[src/rtl/matmul_chk_fifo.sv]
// Synchronous expected-value FIFO with count-based, registered ready/empty flags.
// Push while full is honoured when a pop happens in the same cycle.
module matmul_chk_fifo #(
  parameter int unsigned WIDTH = 32,
  parameter int unsigned DEPTH = 32,
  localparam int unsigned AW = $clog2(DEPTH),
  localparam int unsigned CW = $clog2(DEPTH + 1)
) (
  input  logic             clk_i,
  input  logic             rst_i,
  input  logic             push_i,
  input  logic [WIDTH-1:0] data_i,
  input  logic             pop_i,
  output logic [WIDTH-1:0] rd_data_c_o,
  output logic             ready_o,
  output logic             empty_o
);

  logic [WIDTH-1:0] mem_q [DEPTH];
  logic [AW-1:0]    wr_ptr_q, wr_ptr_d;
  logic [AW-1:0]    rd_ptr_q, rd_ptr_d;
  logic [CW-1:0]    count_q, count_d;
  logic             ready_q, ready_d;
  logic             empty_q, empty_d;
  logic             push_ok_c;
  logic             pop_ok_c;

  assign pop_ok_c    = pop_i && !empty_q;
  assign push_ok_c   = push_i && (ready_q || pop_ok_c);
  assign rd_data_c_o = mem_q[rd_ptr_q];
  assign ready_o     = ready_q;
  assign empty_o     = empty_q;

  always_comb begin
    wr_ptr_d = wr_ptr_q;
    rd_ptr_d = rd_ptr_q;
    count_d  = count_q;
    if (push_ok_c) begin
      wr_ptr_d = AW'(wr_ptr_q + AW'(1));
    end
    if (pop_ok_c) begin
      rd_ptr_d = AW'(rd_ptr_q + AW'(1));
    end
    count_d = CW'(count_q + CW'(push_ok_c) - CW'(pop_ok_c));
    ready_d = (count_d != CW'(DEPTH));
    empty_d = (count_d == '0);
  end

  always_ff @(posedge clk_i) begin
    if (rst_i) begin
      wr_ptr_q <= '0;
      rd_ptr_q <= '0;
      count_q  <= '0;
      ready_q  <= 1'b1;
      empty_q  <= 1'b1;
    end else begin
      wr_ptr_q <= wr_ptr_d;
      rd_ptr_q <= rd_ptr_d;
      count_q  <= count_d;
      ready_q  <= ready_d;
      empty_q  <= empty_d;
    end
  end

  // Storage needs no reset; occupancy is tracked by the pointers.
  always_ff @(posedge clk_i) begin
    if (push_ok_c) begin
      mem_q[wr_ptr_q] <= data_i;
    end
  end

endmodule

[config.mk]
export PLATFORM = sky130hd
export DESIGN_NAME = matmul_chk_fifo
export DESIGN_NICKNAME = d
export VERILOG_FILES = /design/src/rtl/matmul_chk_fifo.sv
export SDC_FILE = /design/constraint.sdc
export NUM_CORES = 1
export LEC_CHECK = 0
export BUFFER_PORTS_ARGS = -buffer_cell sky130_fd_sc_hd__buf_4
export CAP_MARGIN = 5
export CORE_ASPECT_RATIO = 2
export CORE_MARGIN = 8
export CORE_UTILIZATION = 62
export DETAILED_ROUTE_END_ITERATION = 12
export PLACE_DENSITY = 0.79
export SYNTH_ARGS = -nofsm -noshare
export SYNTH_HDL_FRONTEND = slang
export SYNTH_SLANG_ARGS = --single-unit
[constraint.sdc]
create_clock -name clk_i -period 3.5 [get_ports clk_i]
set_clock_uncertainty 0.1 [all_clocks]
set_input_delay 0 -clock clk_i [delete_from_list [all_inputs] [get_ports clk_i]]
set_output_delay 0 -clock clk_i [all_outputs]
set_load 0.01 [all_outputs]
# --- Word-level counts from Yosys, hierarchy flattened ---
# Memory sizes are Yosys's and may differ from the RTL's. A register that Yosys moved wholly into a read port is not among the register bits.
# Index checks and enable logic that the tools add are counted.
word_totals:
  register_bits: 18
  mem_bits_rw: 1024
  rom_bits: 0
  elab_cells: 20
  latchBits: 0
  output_inout_bits: 34
  memories: 1
  inputBits: 36
op_classes:
  n_reduce_logical: 5
  magnitude_cmp: 0
  n_bitwise: 0
  n_mux: 4
  n_div: 0
  shift: 0
  multipliers: 0
  eq_ne: 1
  add_sub_neg: 4
mem_list:
  columns: ["name", "depth", "word_bits", "rd", "rd_ports_with_merged_regs", "wr", "line", "source"]
  rows:
  - ["mem_q", 32, 32, 1, 1, 1, "19", "logic [WIDTH-1:0] mem_q [DEPTH];"]
op_table:
  columns: ["operator", "n"]
  rows:
  - ["$add 5x1->5 const B", 2]
  - ["$mux 5", 2]
  - ["$add 6x1->6", 1]
  - ["$logic_not 6->1", 1]
  - ["$ne 6x6->1 const B", 1]
  - ["$sub 6x1->6", 1]
  - ["$logic_and 1x1->1", 2]
  - ["$mux 1", 2]
  - ["$logic_not 1->1", 1]
  - ["$logic_or 1x1->1", 1]

# --- Logic depth before layout (Yosys ltp) ---
depth:
  depth_word: 7
  ltp_mapped: 15
  ltp_nobuf: 13

# --- Worst setup path before layout ---
# No wires, ideal clock.
synth_timing:
  path_type: "reg2reg"
  from: "reg empty_q, in the netlist empty_o"
  to: "mem mem_q[29][0], enable pin"
  setup_time_ps: 421
  stages_incl_launch_ff: 7
  setup_slack_ps: 547
  n_path_buf: 2
  required_time_ps: 2979
  period_less_slack_ps: 2953
  arrival_time_ps: 2432
  cell_sequence: "dfxtp_1 nor2b_1 buf_2 o21a_1 buf_2 nand2_1 nor2_1"
synth_via:
  elab_chain_cells: 6
synth_lines:
  columns: ["item", "line", "source"]
  rows:
  - ["from (decl)", "24", "logic empty_q, empty_d;"]
  - ["from (signal assigned)", "61", "empty_q <= empty_d;"]
  - ["$logic_not 1->1", "28", "assign pop_ok_c = pop_i && !empty_q;"]
  - ["$logic_and 1x1->1", "28", null]
  - ["via pop_ok_c", "26", "logic pop_ok_c;"]
  - ["$logic_or 1x1->1", "29", "assign push_ok_c = push_i && (ready_q || pop_ok_c);"]
  - ["$logic_and 1x1->1", "29", null]
  - ["$mux 1", "67", "if (push_ok_c) begin"]
  - ["$mux 1 (implied by the code)", "68", "mem_q[wr_ptr_q] <= data_i;"]
  - ["to (decl)", "19", null]
# The timed path passes the listed nets, and every way through them passes these cells.

==> out/metrics.yaml <==
worst_setup_path_end_kind: "primary output"
grt_overflow: 0
ys_warn_count: 0
synth_seq_cells: 1047
area_growth_pct: 13.24
cpLargestDelayFamily: "buffers and inverters"
post-place-ws_ps: 687.7
layoutNonFillerInstCount: 3204
use_met2_pct: 47.44
via_count: 21171
gr-usage-met3_pct: 4.260
wl_um: 98340
ant_nets: 0
worstSkewPairLatency_ps: 640
ir_drop_mv: 0.6128
finalSetupViolCount: 0
dp_hpwl_um: 56940
power.density_nw_per_um2: 570.0
synth.distinct_cells: 42
rsz0062_at_grt: "no"
async_reset_ff_share_pct: 0
syn_avg_cell_area_um2: 19.26
antenna_found_initial: 1
final_max_slew_viol_count: 0
r2r_slack_ps: 670
synth_nets: 2150
final_common_cell: "edfxtp_1"
grt_pass1_wl_um: 142300
yosys.area.top_type: "edfxtp_1"
grt_pass1_vias: 22257
first_pass_iters: 8
ios: 70
min_period_ps: 3355
path_clk_slew_ps: 70
h-tree-depth: 3
grt.busiest_layer: "met2"
yosysSeqAreaShare_pct: 77.09
fin_setup_tns_ps: 0
cap_violations: 0
finalInstanceArea_um2: 45840
use_met1_pct: 30.08
path_class: "register to primary output"
worstMarginPinSlew_ps: 851.4
hold_viol_final: 0
post-place-cells: 3018
post-route-period-util_pct: 95.85
critPathMaxFanout: 56
hp-class: "input pin to register"
core_um2: 64740
p_leak_nw: 13.98
numCtsBuffers: 82
place_area_um2: 42790
cp_data_required_time_ps: 3400
drc: 0
clockRootBuffer: "clkbuf_16"
synth_top_flop_cell: "edfxtp_1"
globalplace.congestion: 0.8224
drt-initial-drc-count: 2436
synthesis.area_um2: 40480
grt_usage_pct: 26.64
status: "complete, no violations"
yosys.area.top_type_share_pct: 75.96
final_cell_mix: "edfxtp_1, mux2i_1, buf_4"
cts_tree: "done"
io_buffers: 69
viasPerCell: 6.608
max-clock-path-buffers: 3
wl_per_cell_um: 30.69
fillCellCount: 3867
die_area_um2: 74230
nets: 2315
cp.arrival_ps: 3250
fp.dieW_um: 196.7
max_stage_delay_ps: 580
cts.sinks: 1047
synth_cells: 2102
start_kind: "register"
synthTopCellsByArea: "edfxtp_1, mux4_2, mux2i_1"
fin_hold_ws_ps: 151.1
crit_path_cell_trace: "buf_12, mux4_2, nor2b_1, a21oi_1, nand4_1, buf_4"
relSlewSlack_pct: 43.10
initial_utilization_pct: 62.53
setup_ws_ps: 145.1
cpMaxStageDelayCell: "mux4_2"
max_freq_mhz: 298.1
num_rows: 132
drive_gt1_share_pct: 20.41
grt_start_max_net_pins: 88
die_y_um: 377.4
synth_edf_count: 1024
path_buf_inv: 2
## worst reg2reg max path: stages, from the launching register on
cell and delay [ps]:
dfxtp_1 310, nor2b_1 120, buf_4 170, o21a_1 180, buf_4 190, nand2_1 420, nor2_4 710, buf_4 340
## layout make-up
type	instances	area, µm²	share of cell area (%)
sequential	1047	31220	68.09
multi-input combinational	926	8847	19.30
clock buffer	105	2202	4.803
timing repair buffer	198	1969	4.296
tap	871	1090	2.377
clock inverter	44	470.5	1.026
inverter	12	45.04	0.09825
antenna	1	2.502	0.005459
## cells by family after synthesis
kind of cell               synth area share [%]
AOI/OAI and AO/OA                         4.345
muxes                                     11.89
DFF                                       77.09
and+or+nand+nor                           4.327
xor gates and xnor gates                 0.2380
buffers and inverters                     1.715
adders and majority gates                0.3894
## Yosys cell counts, drive strengths merged (4+ instances only)
master	n
a211oi	65
a21oi	132
a22oi	64
buf	72
clkbuf	45
dfxtp	23
edfxtp	1024
ha	11
inv	12
mux2i	193
mux4	128
nand2	9
nand3	66
nand4	36
nor2	54
nor2b	132
xnor2	4
xor2	7
## report_power, final
part	total, mW	switching [mW]	internal, mW
clock	9.41	4.21	5.20
combinational	2.68	1.60	1.08
sequential	14.0	0.0988	13.9
## per-layer routing
layer  up-vias  wire length, µm
li1       8805                -
met1     10854            32660
met2      1200            52100
met3       312             7752
met4         0             5827
met5         -                0
## worst paths after layout
check,start,end,cells after the start
hold / removal,rst_i,count_q[1],3
setup / recovery,register,rd_data_c_o[3],6
setup reg to reg,empty_o,mem_q[5][17],7
hold reg to reg,rd_ptr_q[1],register,2
## registers in the layout, summed over array words and instances (netlist names), named ones only
name / count
count_q: 6
empty_o: 1
mem_q: 1024
rd_ptr_q: 5
ready_o: 1
wr_ptr_q: 5
## what timing repair did
item | 4_1_cts | 5_1_grt
endpoints found under the hold margin | 1046 | 0
hold buffers | 35 | 0
resized for setup | 0 | 0
setup endpoints to repair | 0 | 2
setup buffers | 0 | 1
## metrics by stage
step	total power, mW	util (%)
global placement	16.84	66.09
floorplan	15.81	-
finish	26.13	70.81
detailed placement	16.93	66.09
global route	26.80	70.81
CTS	26.19	70.76
Power figures use the tool's default switching activity.
